File: config.mk
export PLATFORM = sky130hd
export DESIGN_NAME = sum_feed_flat
export DESIGN_NICKNAME = d
export VERILOG_FILES = /design/src/rtl/sum_pkg.sv /design/src/rtl/sum_feed_if.sv /design/src/rtl/sum_feed_wdog.sv /design/src/rtl/sum_feed.sv /design/src/flat_wrapper.sv
export SDC_FILE = /design/constraint.sdc
export NUM_CORES = 1
export LEC_CHECK = 0
export ABC_AREA = 0
export BUFFER_PORTS_ARGS = -buffer_cell sky130_fd_sc_hd__buf_2
export CORE_ASPECT_RATIO = 1.4
export CORE_UTILIZATION = 48
export CTS_BUF_LIST = sky130_fd_sc_hd__clkbuf_4 sky130_fd_sc_hd__clkbuf_8 sky130_fd_sc_hd__clkbuf_16
export DETAILED_ROUTE_END_ITERATION = 8
export MAX_ROUTING_LAYER = met4
export PLACE_DENSITY = 0.82
export SETUP_SLACK_MARGIN = 0.4
export SLEW_MARGIN = 0
export SYNTH_ARGS = -nofsm -noshare
export SYNTH_HDL_FRONTEND = slang
export SYNTH_SLANG_ARGS = --single-unit
File: constraint.sdc
create_clock -name clk -period 2.1 [get_ports clk]
set_clock_uncertainty 0.2 [all_clocks]
set_input_delay 0.42 -clock clk [delete_from_list [all_inputs] [get_ports clk]]
set_output_delay 0.42 -clock clk [all_outputs]
set_load 0.005 [all_outputs]
File: src/rtl/sum_pkg.sv
// Shared definitions for the sum adder stage and its operand sequencer
// (sum_feed): datapath width, sequencer state encoding and watchdog default.
package sum_pkg;

  localparam int SUM_WIDTH          = 16;
  localparam int SUM_FEED_TO_CYCLES = 15;

  typedef enum logic [2:0] {
    IDLE,
    FETCH,
    ISSUE,
    WAIT_HI,
    WAIT_LO,
    DONE
  } sum_feed_state_t;

  // True for the two states in which the sequencer waits on the adder.
  function automatic logic is_wait(input sum_feed_state_t s);
    return (s == WAIT_HI) || (s == WAIT_LO);
  endfunction

endpackage

File: src/rtl/sum_feed_if.sv
// Bundle of the sum_feed streams: operand input, adder drive/return and
// result output. The slave modport is the sequencer's view, the master
// modport is the surrounding environment (producer, adder, consumer).
interface sum_feed_if #(
  parameter int WIDTH = sum_pkg::SUM_WIDTH
);

  // Operand stream
  logic             in_valid;
  logic             in_ready;
  logic [WIDTH-1:0] in_data;
  logic             in_last;

  // Adder drive and return
  logic [WIDTH-1:0] add_a;
  logic [WIDTH-1:0] add_b;
  logic             add_start;
  logic             add_busy;
  logic [WIDTH-1:0] add_y;

  // Result stream
  logic             out_valid;
  logic             out_ready;
  logic [WIDTH-1:0] out_data;
  logic             out_carry;
  logic             out_err;

  modport slave (
    input  in_valid, in_data, in_last,
    output in_ready,
    output add_a, add_b, add_start,
    input  add_busy, add_y,
    output out_valid, out_data, out_carry, out_err,
    input  out_ready
  );

  modport master (
    output in_valid, in_data, in_last,
    input  in_ready,
    input  add_a, add_b, add_start,
    output add_busy, add_y,
    input  out_valid, out_data, out_carry, out_err,
    output out_ready
  );

endinterface

File: src/rtl/sum_feed_wdog.sv
// Wait-phase watchdog for sum_feed (built only with SUM_FEED_TIMEOUT_EN).
// The count restarts on i_clear and advances on every enabled cycle;
// o_expired flags the LIMIT-th consecutive enabled cycle of a wait phase.
module sum_feed_wdog
  import sum_pkg::*;
#(
  parameter int LIMIT = SUM_FEED_TO_CYCLES
) (
  input  logic clk,
  input  logic rst,
  input  logic i_clear,
  input  logic i_enable,
  output logic o_expired
);

  localparam int CW = (LIMIT > 1) ? $clog2(LIMIT) : 1;

  logic [CW-1:0] r_cnt;

  assign o_expired = i_enable && (r_cnt == CW'(LIMIT - 1));

  // Cycle counter: clear has priority, saturates at the expiry value.
  always_ff @(posedge clk or negedge rst) begin
    if (!rst) begin
      r_cnt <= '0;
    end else if (i_clear) begin
      r_cnt <= '0;
    end else if (i_enable && !o_expired) begin
      r_cnt <= r_cnt + CW'(1);
    end
  end

endmodule

File: src/rtl/sum_feed.sv
// sum_feed: operand sequencer in front of the sum adder. Accumulates a burst
// of operands one addition at a time (result fed back as the next a input)
// and returns the wrap-around total with a sticky carry.
// Optional build macro SUM_FEED_TIMEOUT_EN adds a per-wait-phase watchdog
// that aborts a stalled burst with out_err set; without it out_err is 0.
module sum_feed
  import sum_pkg::*;
#(
  parameter int WIDTH     = SUM_WIDTH,
  parameter int TO_CYCLES = SUM_FEED_TO_CYCLES
) (
  input  logic      clk,
  input  logic      rst,
  sum_feed_if.slave bus
);

  if (TO_CYCLES < 1) begin : g_bad_to_cycles
    $error("sum_feed: TO_CYCLES must be at least 1");
  end

  sum_feed_state_t  r_state;
  sum_feed_state_t  w_next;
  logic             r_live;
  logic [WIDTH-1:0] r_acc;
  logic [WIDTH-1:0] r_opnd;
  logic             r_last;
  logic             r_carry;

  logic             w_in_ready;
  logic             w_accept;
  logic             w_capture;
  logic             w_expired;

  // r_live keeps in_ready low until the first edge after reset release.
  assign w_in_ready = r_live && ((r_state == IDLE) || (r_state == FETCH));
  assign w_accept   = bus.in_valid && w_in_ready;
  assign w_capture  = (r_state == WAIT_LO) && !bus.add_busy;

  assign bus.in_ready  = w_in_ready;
  assign bus.add_a     = r_acc;
  assign bus.add_b     = r_opnd;
  assign bus.add_start = (r_state == ISSUE);
  assign bus.out_valid = (r_state == DONE);
  assign bus.out_data  = r_acc;
  assign bus.out_carry = r_carry;

  // State register.
  // NOTE: every clocked block uses non-blocking (<=) assignments so all
  // registers update together from the pre-edge values; blocking here would
  // make results depend on statement and process ordering.
  always_ff @(posedge clk or negedge rst) begin
    if (!rst) begin
      r_state <= IDLE;
    end else begin
      r_state <= w_next;
    end
  end

  // Next-state decode; adder progress takes priority over watchdog expiry.
  // NOTE: w_next is given a default before the case so every path assigns it
  // and no latch is inferred.
  always_comb begin
    w_next = r_state;
    unique case (r_state)
      IDLE: begin
        if (w_accept) w_next = bus.in_last ? DONE : FETCH;
      end
      FETCH: begin
        if (w_accept) w_next = ISSUE;
      end
      ISSUE: begin
        w_next = WAIT_HI;
      end
      WAIT_HI: begin
        if (bus.add_busy)   w_next = WAIT_LO;
        else if (w_expired) w_next = DONE;
      end
      WAIT_LO: begin
        if (!bus.add_busy)  w_next = r_last ? DONE : FETCH;
        else if (w_expired) w_next = DONE;
      end
      DONE: begin
        if (bus.out_ready) w_next = IDLE;
      end
      default: w_next = IDLE;
    endcase
  end

  // Datapath: first operand seeds acc, later ones go to opnd, sums fold back.
  always_ff @(posedge clk or negedge rst) begin
    if (!rst) begin
      r_live  <= 1'b0;
      r_acc   <= '0;
      r_opnd  <= '0;
      r_last  <= 1'b0;
      r_carry <= 1'b0;
    end else begin
      r_live <= 1'b1;
      if ((r_state == IDLE) && w_accept) begin
        r_acc   <= bus.in_data;
        r_carry <= 1'b0;
      end
      if ((r_state == FETCH) && w_accept) begin
        r_opnd <= bus.in_data;
        r_last <= bus.in_last;
      end
      if (w_capture) begin
        r_acc   <= bus.add_y;
        r_carry <= r_carry | (bus.add_y < r_acc);
      end
    end
  end

`ifdef SUM_FEED_TIMEOUT_EN
  logic w_wd_clear;
  logic w_wd_en;
  logic w_to_fire;
  logic r_err;

  assign w_wd_en    = is_wait(r_state);
  assign w_wd_clear = (w_next != r_state) && is_wait(w_next);
  // Expiry only aborts when the adder made no progress this cycle.
  assign w_to_fire  = w_expired &&
                      (((r_state == WAIT_HI) && !bus.add_busy) ||
                       ((r_state == WAIT_LO) &&  bus.add_busy));

  sum_feed_wdog #(
    .LIMIT(TO_CYCLES)
  ) u_wdog (
    .clk      (clk),
    .rst      (rst),
    .i_clear  (w_wd_clear),
    .i_enable (w_wd_en),
    .o_expired(w_expired)
  );

  // Error flag: cleared by a new burst, set by a watchdog abort.
  always_ff @(posedge clk or negedge rst) begin
    if (!rst) begin
      r_err <= 1'b0;
    end else if ((r_state == IDLE) && w_accept) begin
      r_err <= 1'b0;
    end else if (w_to_fire) begin
      r_err <= 1'b1;
    end
  end

  assign bus.out_err = r_err;
`else
  assign w_expired   = 1'b0;
  assign bus.out_err = 1'b0;
`endif

endmodule

File: src/flat_wrapper.sv
// flat-port wrapper written by rule: the top's interface ports become plain ports
module sum_feed_flat import sum_pkg::*;
#(
  parameter int WIDTH     = SUM_WIDTH,
  parameter int TO_CYCLES = SUM_FEED_TO_CYCLES
)
  (clk, rst, bus_in_valid, bus_in_data, bus_in_last, bus_in_ready, bus_add_a, bus_add_b, bus_add_start, bus_add_busy, bus_add_y, bus_out_valid, bus_out_data, bus_out_carry, bus_out_err, bus_out_ready);
  sum_feed_if #(.WIDTH(WIDTH)) bus_i ();
  input  logic clk;
  input  logic rst;
  input wire logic [$bits(bus_i.in_valid)-1:0] bus_in_valid;
  input wire logic [$bits(bus_i.in_data)-1:0] bus_in_data;
  input wire logic [$bits(bus_i.in_last)-1:0] bus_in_last;
  output wire logic [$bits(bus_i.in_ready)-1:0] bus_in_ready;
  output wire logic [$bits(bus_i.add_a)-1:0] bus_add_a;
  output wire logic [$bits(bus_i.add_b)-1:0] bus_add_b;
  output wire logic [$bits(bus_i.add_start)-1:0] bus_add_start;
  input wire logic [$bits(bus_i.add_busy)-1:0] bus_add_busy;
  input wire logic [$bits(bus_i.add_y)-1:0] bus_add_y;
  output wire logic [$bits(bus_i.out_valid)-1:0] bus_out_valid;
  output wire logic [$bits(bus_i.out_data)-1:0] bus_out_data;
  output wire logic [$bits(bus_i.out_carry)-1:0] bus_out_carry;
  output wire logic [$bits(bus_i.out_err)-1:0] bus_out_err;
  input wire logic [$bits(bus_i.out_ready)-1:0] bus_out_ready;
  assign bus_i.in_valid = bus_in_valid;
  assign bus_i.in_data = bus_in_data;
  assign bus_i.in_last = bus_in_last;
  assign bus_in_ready = bus_i.in_ready;
  assign bus_add_a = bus_i.add_a;
  assign bus_add_b = bus_i.add_b;
  assign bus_add_start = bus_i.add_start;
  assign bus_i.add_busy = bus_add_busy;
  assign bus_i.add_y = bus_add_y;
  assign bus_out_valid = bus_i.out_valid;
  assign bus_out_data = bus_i.out_data;
  assign bus_out_carry = bus_i.out_carry;
  assign bus_out_err = bus_i.out_err;
  assign bus_i.out_ready = bus_out_ready;
  sum_feed #(.WIDTH(WIDTH), .TO_CYCLES(TO_CYCLES)) u_core (.clk(clk), .rst(rst), .bus(bus_i));
endmodule
==> summary.txt, run 1 <==
Hold path
  • Worst Hold Class: in2reg

Pwr
  • Power per cell area: 1360 nW/µm²
  • Int Pwr: 2.58 mW
  • Share of power burned in combinational logic: between 50% and 60%
  • Sw Share: 35.6%
  • Leak: around 1.5 nW
  • Reg power frac: 32.4%
  • Max VDD drop: ~0.65 mV
  • Total net switching power: 1.43 mW
  • Clock Power Share: 15.9%

Global routing
  • Overflow after GRT: 0
  • First-pass GRT wire length: 8060 µm
  • Largest net degree at the start of global routing: 33
  • GRT Total Usage: 23.0%
  • Vias in the first global route: 1884
  • Initial antenna violation count: 0

Route
  • Post-DRT Antenna Nets: 0
  • Post-DR vias/cell: 5.32
  • Wirelength per Cell: 15.5 µm
  • DRT iter0 DRCs: slightly above 100
  • Routed wire length: 5570 µm
  • # DRC: 0
  • DR pass1 iterations: 4
  • Vias: 1909

CTS
  • Root Buffer: clkbuf_8
  • Clock sinks: 38
  • Longest Clk Path Bufs: 2
  • Worst-path clk slew: 0.08 ns
  • CTS buffer count: 5
  • Worst skew pair latency: 0.29 ns
  • CTS tree: done
  • CTS H-tree lvls: 2

Logic synthesis
  • Syn Nets: 252
  • Seq/Total Area, Yosys: 43.8%
  • FF+latch count, synth: 38
  • Post-synth EDFFs: 0
  • Synth Instances: approximately 200
  • Asr flop ratio synth: 100%
  • Synth Flop Type: dfrtp_1
  • Post-synthesis cell type count: 34
  • Mapped Avg Cell Area: 10.9 µm²
  • Mapped cell area: 2170 µm²
  • YS warnings: 0

Flow run
  • Max-cap violations: 0

Floorplanning
  • I/O Pins: 91
  • Row cnt: 28
  • Initial core utilization: 50.8%
  • Die area: 4800 µm²
  • Core area: 4270 µm²
  • Die H: approximately 82 µm
  • Die span in x: 58.9 µm

Worst setup path
  • Crit-path slowest cell: dfrtp_2
  • Maximum fanout along the worst path: 6
  • Critical path data arrival time: 1.26 ns
  • Cell family with most CP delay: flip-flops
  • Critical path buffers and inverters: 1
  • Critical Path Source Type: flip-flop
  • Crit Path Class: reg2out
  • CP peak stage delay: 0.47 ns
  • CP Capture Type: primary output
  • Critical Path, Cell by Cell: or2b_4 -> nor2_1 -> buf_2
  • Worst Path Required: 1.48 ns

Timing
  • WHS: 0.176 ns
  • RSZ-0062 raised after global routing: yes
  • Max-slew violations: 0
  • Min cycle time layout: between 1.5 and 2 ns
  • Worst-margin pin slew: 0.557 ns
  • Setup TNS: 0 ns
  • Slew Limit Headroom: 62.8%
  • Setup violations, final: 0
  • Final hold violation count: 0
  • Crit share post-route: ~89%
  • Fmax: 532 MHz

Finish
  • Commonest non-fill, non-tap cells in the layout: 88 x buf_2, 36 x dfrtp_1, 23 x buf_4
  • Commonest non-fill, non-tap cell in the layout: buf_2
  • # diodes: 0
  • Register area: 953 µm²
  • Final #Nets: 351
  • Share of layout cells above drive strength 1: 54.8%
  • Area taken by multi-input logic gates: 1020 µm²
  • Post-route insts no fill: 359
  • Area grow syn2layout: 35.9%
  • Number of fill cells in the layout: 323

Place
  • Dpl cells: 326
  • GPL Wtd Cong: 0.898
  • Hpwl dp: 3650 µm
  • PortBufs: 89

Run status
  • Outcome: complete, no violations
## cell usage after synthesis, types with 3 or more instances
library cell,instances,area share (%)
o21ai_0,3,0.69
a31oi_1,16,4.6
or3_1,3,0.86
buf_6,4,2.1
inv_1,19,3.3
mux2_2,13,6.7
clkbuf_1,4,0.69
nor3_1,3,0.69
ha_1,15,8.6
dfrtp_1,38,44
nand4_1,4,1.2
o22ai_1,17,4.9
nand2_1,7,1.2
mux2_4,4,2.8
a21oi_1,7,1.6
buf_4,19,6.6
## cell type report
| type | instances | share of cell area (%) |
|---|---|---|
| multi-input cells | 115 | 34.7 |
| flip-flops and latches | 38 | 32.3 |
| repair buffers | 119 | 24.2 |
| clock buffers | 7 | 2.84 |
| well taps | 60 | 2.54 |
| inverters | 19 | 2.42 |
| clock inverters | 1 | 1.02 |
## path summary, 6_finish.rpt
| check | start | to | slack, ns | cells after the start |
|---|---|---|---|---|
| setup / recovery | u_core.r_state[2]$_DFFE_PN0P_ | bus_add_start | 0.22 | 3 |
| setup reg to reg | u_core.bus.add_a[15]$_DFFE_PN0P_ | u_core.bus.out_carry$_DFFE_PN0P_ | 0.27 | 6 |
| min in group asynchronous | rst | u_core.bus.add_b[15]$_DFFE_PN0P_ | 0.45 | 2 |
| hold reg to reg | u_core.bus.out_carry$_DFFE_PN0P_ | u_core.bus.out_carry$_DFFE_PN0P_ | 0.28 | 2 |
| max in group asynchronous | rst | u_core.r_state[1]$_DFFE_PN0P_ | 0.63 | 3 |
| hold / removal | bus_in_last | u_core.r_last$_DFFE_PN0P_ | 0.18 | 2 |
## logic make-up (layout without fill, tap and decap cells)
logic type      Yosys count  count (layout)  synth area share, %
simple gates             27              27                 8.58
compound gates           53              53                 16.1
fa+ha+maj                15              15                 8.64
buf+inv                  46             146                 12.6
mux                      18              18                 9.97
other cells               2               2                0.346
flops                    38              38                 43.8
## state kept, by name (all words and copies together) (netlist names)
name / count
u_core.r_state: 3
u_core.bus.add_a: 16
u_core.r_live: 1
u_core.bus.out_carry: 1
u_core.r_last: 1
u_core.bus.add_b: 16
## power by group through the flow
stage	Sequential, mW	Clock, mW	Combinational [mW]
2_1_floorplan	1.31	0	1.18
3_3_place_gp	1.32	0	1.58
3_5_place_dp	1.34	0	1.63
4_1_cts	1.30	0.647	1.87
5_1_grt	1.34	0.681	2.28
6_report	1.30	0.638	2.07
## metrics by stage
stage | worst slack (ns) | instance area, µm² | util, % | power, mW
after floorplan | 0.357 | 2190 | - | 2.49
after global placement | 0.190 | 2550 | 59.6 | 2.90
after detailed placement | 0.152 | 2550 | 59.6 | 2.97
after CTS | 0.285 | 2820 | 65.9 | 3.81
after global routing | 0.163 | 2950 | 69.1 | 4.30
final | 0.222 | 2950 | 69.1 | 4.01
## worst reg2reg max path, delay by kind of cell (launching register included)
| kind | cells | cell delay (ns) |
|---|---|---|
| flip-flops | 1 | 0.37 |
| AO/OA/AOI/OAI | 2 | 0.31 |
| AND/OR/NAND/NOR | 2 | 0.46 |
| adder cells (fa/ha/maj) | 1 | 0.31 |
| buffers and inverters | 1 | 0.07 |
## metal layers
metal | GRT usage, % | share of wire, % | vias up
li1 | - | - | 907
met1 | 23.9 | 39 | 912
met2 | 41.3 | 55 | 78
met3 | 3.31 | 4.4 | 12
met4 | 12.4 | 2.2 | 0
met5 | - | 0 | -
## what timing repair did
action / in CTS / in global routing
pin swaps: 3 / 5
setup buffers: 14 / 8
setup endpoints to repair: 29 / 20
hold buffers: 1 / 0
cloned: 0 / 2
gates resized for setup: 6 / 16
endpoints found under the hold margin: 23 / 0
(Power assumes the default switching activity.)
==> run 2, diff against run 1 <==
--- a/config.mk
+++ b/config.mk
@@ -11,7 +11,6 @@
 export CORE_UTILIZATION = 48
 export CTS_BUF_LIST = sky130_fd_sc_hd__clkbuf_4 sky130_fd_sc_hd__clkbuf_8 sky130_fd_sc_hd__clkbuf_16
 export DETAILED_ROUTE_END_ITERATION = 8
-export MAX_ROUTING_LAYER = met4
 export PLACE_DENSITY = 0.82
 export SETUP_SLACK_MARGIN = 0.4
 export SLEW_MARGIN = 0
==> run 2 against run 1 <==
  * Critical path depth is the same
  * Clock power about the same
  * Worst setup slack got worse by 0.0033 ns
  * Non-clock buffer count did not move
  * Largest cell class unchanged
==> summary.txt, run 2 (synthesized netlist as in run 1, its figures left out) <==
Place
  • PortBufs: 89
  • Dpl cells: 326
  • Hpwl dp: around 3700 µm
  • GPL Wtd Cong: ~0.88

Finish
  • Final #Nets: between 300 and 400
  • Register area: approximately 950 µm²
  • Number of fill cells in the layout: approximately 320
  • Post-route insts no fill: 359
  • Commonest non-fill, non-tap cells in the layout: 88 x buf_2, 36 x dfrtp_1, 23 x buf_4
  • Finished Core Util: 69.1%
  • Area taken by multi-input logic gates: roughly 1000 µm²
  • # diodes: 0
  • Area grow syn2layout: 35.9%
  • Commonest non-fill, non-tap cell in the layout: buf_2
  • Share of layout cells above drive strength 1: 54.8%

CTS
  • CTS buffer count: 5
  • Clock sinks: 38
  • CTS H-tree lvls: 2
  • Worst-path clk slew: 0.08 ns
  • CTS tree: done
  • Root Buffer: clkbuf_8
  • Longest Clk Path Bufs: 2
  • Worst skew pair latency: 0.29 ns

Global routing
  • Vias in the first global route: 1884
  • Overflow after GRT: 0
  • First-pass GRT wire length: between 8000 and 9000 µm
  • Largest net degree at the start of global routing: 33
  • Initial antenna violation count: 0
  • GRT Total Usage: 22.3%

Floorplanning
  • Row cnt: 28
  • Die H: 81.6 µm
  • I/O Pins: between 90 and 100
  • Die span in x: a little under 60 µm
  • Initial core utilization: 50.8%
  • Core area: around 4300 µm²
  • Die area: 4800 µm²

Route
  • Vias: 1901
  • DR pass1 iterations: 4
  • Routed wire length: approximately 5600 µm
  • Post-DR vias/cell: 5.30
  • Post-DRT Antenna Nets: 0
  • Wirelength per Cell: around 16 µm
  • DRT iter0 DRCs: 102
  • # DRC: 0

Worst setup path
  • Critical Path Source Type: flip-flop
  • R2R setup slack: 0.27 ns
  • Worst Path Required: 1.48 ns
  • Maximum fanout along the worst path: 6
  • CP Capture Type: primary output
  • Critical path data arrival time: roughly 1.3 ns
  • Crit Path Class: reg2out

Timing
  • Max-slew violations: 0
  • Min cycle time layout: 1.88 ns
  • Crit share post-route: 89.6%
  • Setup TNS: 0 ns
  • Worst-margin pin slew: ~0.56 ns
  • Fmax: 532 MHz
  • Final hold violation count: 0
  • Slew Limit Headroom: 62.6%
  • WHS: 0.175 ns
  • RSZ-0062 raised after global routing: yes
  • Setup violations, final: 0

Pwr
  • Tot Pwr: 4.01 mW
  • Max VDD drop: 0.646 mV
  • Leak: 1.52 nW
  • Power per cell area: 1360 nW/µm²

Hold path
  • Worst Hold Class: in2reg

Flow run
  • Max-cap violations: 0

Run status
  • Outcome: complete, no violations
==> run 2: cell counts in the layout (fill, tap and decap cells not counted) <==
No cell type changed its count.
==> run 2: what timing repair did <==
item / 4_1_cts / 5_1_grt
resized for setup: 6 / 16
hold buffers: 1 / 0
pin swaps: 3 / 5
endpoints found under the setup margin: 29 / 20
gates cloned: 0 / 2
setup buffers: 14 / 8
hold endpoints to repair: 23 / 0
==> run 2: path summary, 6_finish.rpt <==
| check | start | endpoint | depth (start not counted) |
|---|---|---|---|
| max | u_core.r_state[2]$_DFFE_PN0P_ | bus_add_start | 3 |
| min | bus_in_last | u_core.r_last$_DFFE_PN0P_ | 2 |
| max reg2reg | u_core.bus.add_a[15]$_DFFE_PN0P_ | u_core.bus.out_carry$_DFFE_PN0P_ | 6 |
| min reg2reg | u_core.bus.out_carry$_DFFE_PN0P_ | u_core.bus.out_carry$_DFFE_PN0P_ | 2 |
| max in group asynchronous | rst | u_core.r_state[1]$_DFFE_PN0P_ | 3 |
| min in group asynchronous | rst | u_core.bus.add_b[15]$_DFFE_PN0P_ | 2 |
==> run 2: through the flow <==
stage | instance area, µm² | worst slack [ns]
3_5_place_dp | 2550 | 0.152
5_1_grt | 2950 | 0.163
6_report | 2950 | 0.219
4_1_cts | 2820 | 0.285
3_3_place_gp | 2550 | 0.190
2_1_floorplan | 2190 | 0.357
==> run 2: cell type report <==
type | count | area share, %
multi-input cells | 115 | 34.7
clock buffers | 7 | 2.84
well taps | 60 | 2.54
flip-flops and latches | 38 | 32.3
inverters | 19 | 2.42
repair buffers | 119 | 24.2
clock inverters | 1 | 1.02
==> run 2: metal layers <==
layer	global-route usage (%)	wire, µm	up-vias
li1	-	-	906
met1	23.9	2150	907
met2	41.3	3050	76
met3	3.31	260	12
met4	12.4	122	0
met5	0	0	-
==> run 2: worst max-delay path: stages (launching register included) <==
cell	delay, ns
dfrtp_2	0.47
or2b_4	0.28
nor2_1	0.10
buf_2	0.13
==> run 2: power breakdown <==
| part | internal, mW | leakage [nW] | switching (mW) | total [mW] |
|---|---|---|---|---|
| clock | 0.382 | 0.0593 | 0.255 | 0.637 |
| sequential | 1.08 | 0.434 | 0.218 | 1.30 |
| combinational | 1.12 | 1.02 | 0.951 | 2.07 |
==> run 3, diff against run 2 <==
--- a/config.mk
+++ b/config.mk
@@ -8,10 +8,10 @@
 export ABC_AREA = 0
 export BUFFER_PORTS_ARGS = -buffer_cell sky130_fd_sc_hd__buf_2
 export CORE_ASPECT_RATIO = 1.4
-export CORE_UTILIZATION = 48
+export CORE_UTILIZATION = 25
 export CTS_BUF_LIST = sky130_fd_sc_hd__clkbuf_4 sky130_fd_sc_hd__clkbuf_8 sky130_fd_sc_hd__clkbuf_16
 export DETAILED_ROUTE_END_ITERATION = 8
-export PLACE_DENSITY = 0.82
+export PLACE_DENSITY = 0.49
 export SETUP_SLACK_MARGIN = 0.4
 export SLEW_MARGIN = 0
 export SYNTH_ARGS = -nofsm -noshare
==> run 3 against run 2 <==
  * Via count grew 1.1%
  * Highest routed layer unchanged
  * Cell count is 14% higher
  * Largest cell class unchanged
  * Critical endpoint is now u_core.bus.out_carry$_DFFE_PN0P_
  * Power is 11% higher
  * Worst setup slack improved by 0.030 ns
  * Sequential power barely moved
  * First-iteration DRC count shrank 72%
  * Clock-buffer cell count up 1
  * Global-route usage down 9.3 points
  * Final area rose by 16%
  * Worst hold slack better by 0.022 ns
  * Core utilization down 28 points
==> summary.txt, run 3 (synthesized netlist as in run 1, its figures left out) <==
CTS
  • Root Buffer: clkbuf_16
  • CTS buffer count: 5
  • Clock sinks: 38
  • CTS tree: done
  • Worst skew pair latency: 0.28 ns
  • CTS H-tree lvls: 2
  • Longest Clk Path Bufs: 2
  • Worst-path clk slew: 0.06 ns

Route
  • Post-DR vias/cell: between 4 and 5
  • Routed wire length: 6370 µm
  • DR pass1 iterations: 4
  • Post-DRT Antenna Nets: 0
  • Wirelength per Cell: 15.5 µm
  • Vias: 1921
  • DRT iter0 DRCs: 29
  • # DRC: 0

Place
  • Area post-placement: 2620 µm²
  • Place WS: 0.0569 ns
  • PortBufs: 89
  • GPL Wtd Cong: 0.758
  • Hpwl dp: just under 4000 µm
  • Dpl cells: 367

Timing
  • Min cycle time layout: 1.85 ns
  • RSZ-0062 raised after global routing: yes
  • Crit share post-route: 88.2%
  • PnR worst setup slack: 0.249 ns
  • WHS: roughly 0.20 ns
  • Max-slew violations: 0
  • Setup violations, final: 0
  • Final hold violation count: 0
  • Setup TNS: 0 ns
  • Fmax: 540 MHz

Flow run
  • Max-cap violations: 0

Finish
  • Final #Nets: 360
  • Area grow syn2layout: 57.0%
  • Commonest non-fill, non-tap cells in the layout: 88 x buf_2, 36 x dfrtp_1, 23 x buf_4
  • # diodes: 0
  • Fin area: between 3000 and 4000 µm²
  • Share of layout cells above drive strength 1: between 60% and 70%
  • Commonest non-fill, non-tap cell in the layout: buf_2
  • Number of fill cells in the layout: 854
  • Finished Core Util: 41.1%
  • Post-route insts no fill: 410

Worst setup path
  • Crit Path Class: reg2reg
  • CP Capture Type: flip-flop
  • Maximum fanout along the worst path: 2
  • Critical Path Source Type: flip-flop
  • Worst Path Required: 2.07 ns
  • Critical path data arrival time: 1.82 ns

Pwr
  • Max VDD drop: 0.540 mV
  • Power per cell area: between 1000 and 1500 nW/µm²
  • Leak: 1.65 nW
  • Tot Pwr: 4.46 mW

Floorplanning
  • Row cnt: 39
  • Die H: 112 µm
  • Die span in x: approximately 80 µm
  • Core area: around 8300 µm²
  • I/O Pins: 91
  • Die area: 9070 µm²
  • Initial core utilization: between 20% and 30%

Hold path
  • Worst Hold Class: in2reg

Global routing
  • Vias in the first global route: 1780
  • Largest net degree at the start of global routing: 34
  • GRT Total Usage: 13.0%
  • Initial antenna violation count: 0
  • First-pass GRT wire length: approximately 9000 µm
  • Overflow after GRT: 0

Run status
  • Outcome: complete, no violations
run 3: cell count changes in the layout (fill, tap and decap cells not counted), moves of 4 or more:
cell	previous run	this run
o22ai_2	4	12
a31oi_1	16	12
o22ai_4	0	5
clkbuf_16	0	8
o22ai_1	13	0
run 3: repair_timing:
item | in CTS | in global routing
hold buffers | 1 | 0
gates cloned | 0 | 4
pin swaps | 5 | 21
resized for setup | 11 | 39
setup buffers | 22 | 8
hold endpoints to repair | 17 | 0
setup endpoints to repair | 31 | 21
run 3: worst max-delay path, stage by stage (launching register included):
cell and delay [ns]:
dfrtp_1 0.37, inv_1 0.13, ha_4 0.22, a21oi_1 0.11, o21ai_0 0.08, or3_1 0.35
o41ai_2 0.29
run 3: final timing paths:
check | startpoint | end | slack, ns | cells past startpoint
setup / recovery | u_core.bus.add_a[13]$_DFFE_PN0P_ | u_core.bus.out_carry$_DFFE_PN0P_ | 0.25 | 6
hold / removal | bus_in_last | u_core.r_last$_DFFE_PN0P_ | 0.20 | 2
setup reg to reg | u_core.bus.add_a[13]$_DFFE_PN0P_ | u_core.bus.out_carry$_DFFE_PN0P_ | 0.25 | 6
hold reg to reg | u_core.bus.out_carry$_DFFE_PN0P_ | u_core.bus.out_carry$_DFFE_PN0P_ | 0.29 | 2
max in group asynchronous | rst | u_core.r_state[1]$_DFFE_PN0P_ | 0.77 | 3
min in group asynchronous | rst | u_core.bus.add_a[2]$_DFFE_PN0P_ | 0.44 | 2
run 3: routing by layer:
layer / track usage (%) / part of all wire (%) / vias up / routed length [µm]
li1: - / - / 926 / -
met1: 16.0 / 42 / 935 / 2680
met2: 22.1 / 53 / 55 / 3360
met3: 2.60 / 4.1 / 5 / 260
met4: 4.52 / 1.1 / 0 / 72
met5: 0 / 0 / - / 0
run 3: final cells by class:
type / count / area (µm²) / area share [%]
repair buffers: 128 / 872 / 25.6
multi-input cells: 115 / 1220 / 35.7
flip-flops and latches: 38 / 953 / 28.0
inverters: 19 / 73.8 / 2.16
clock buffers: 8 / 166 / 4.88
well taps: 102 / 128 / 3.74
run 3: power breakdown:
| group | switching, mW | internal [mW] | total, mW |
|---|---|---|---|
| registers | 0.210 | 1.08 | 1.29 |
| clock network | 0.296 | 0.538 | 0.834 |
| logic | 1.03 | 1.31 | 2.34 |
| total | 1.53 | 2.93 | 4.46 |
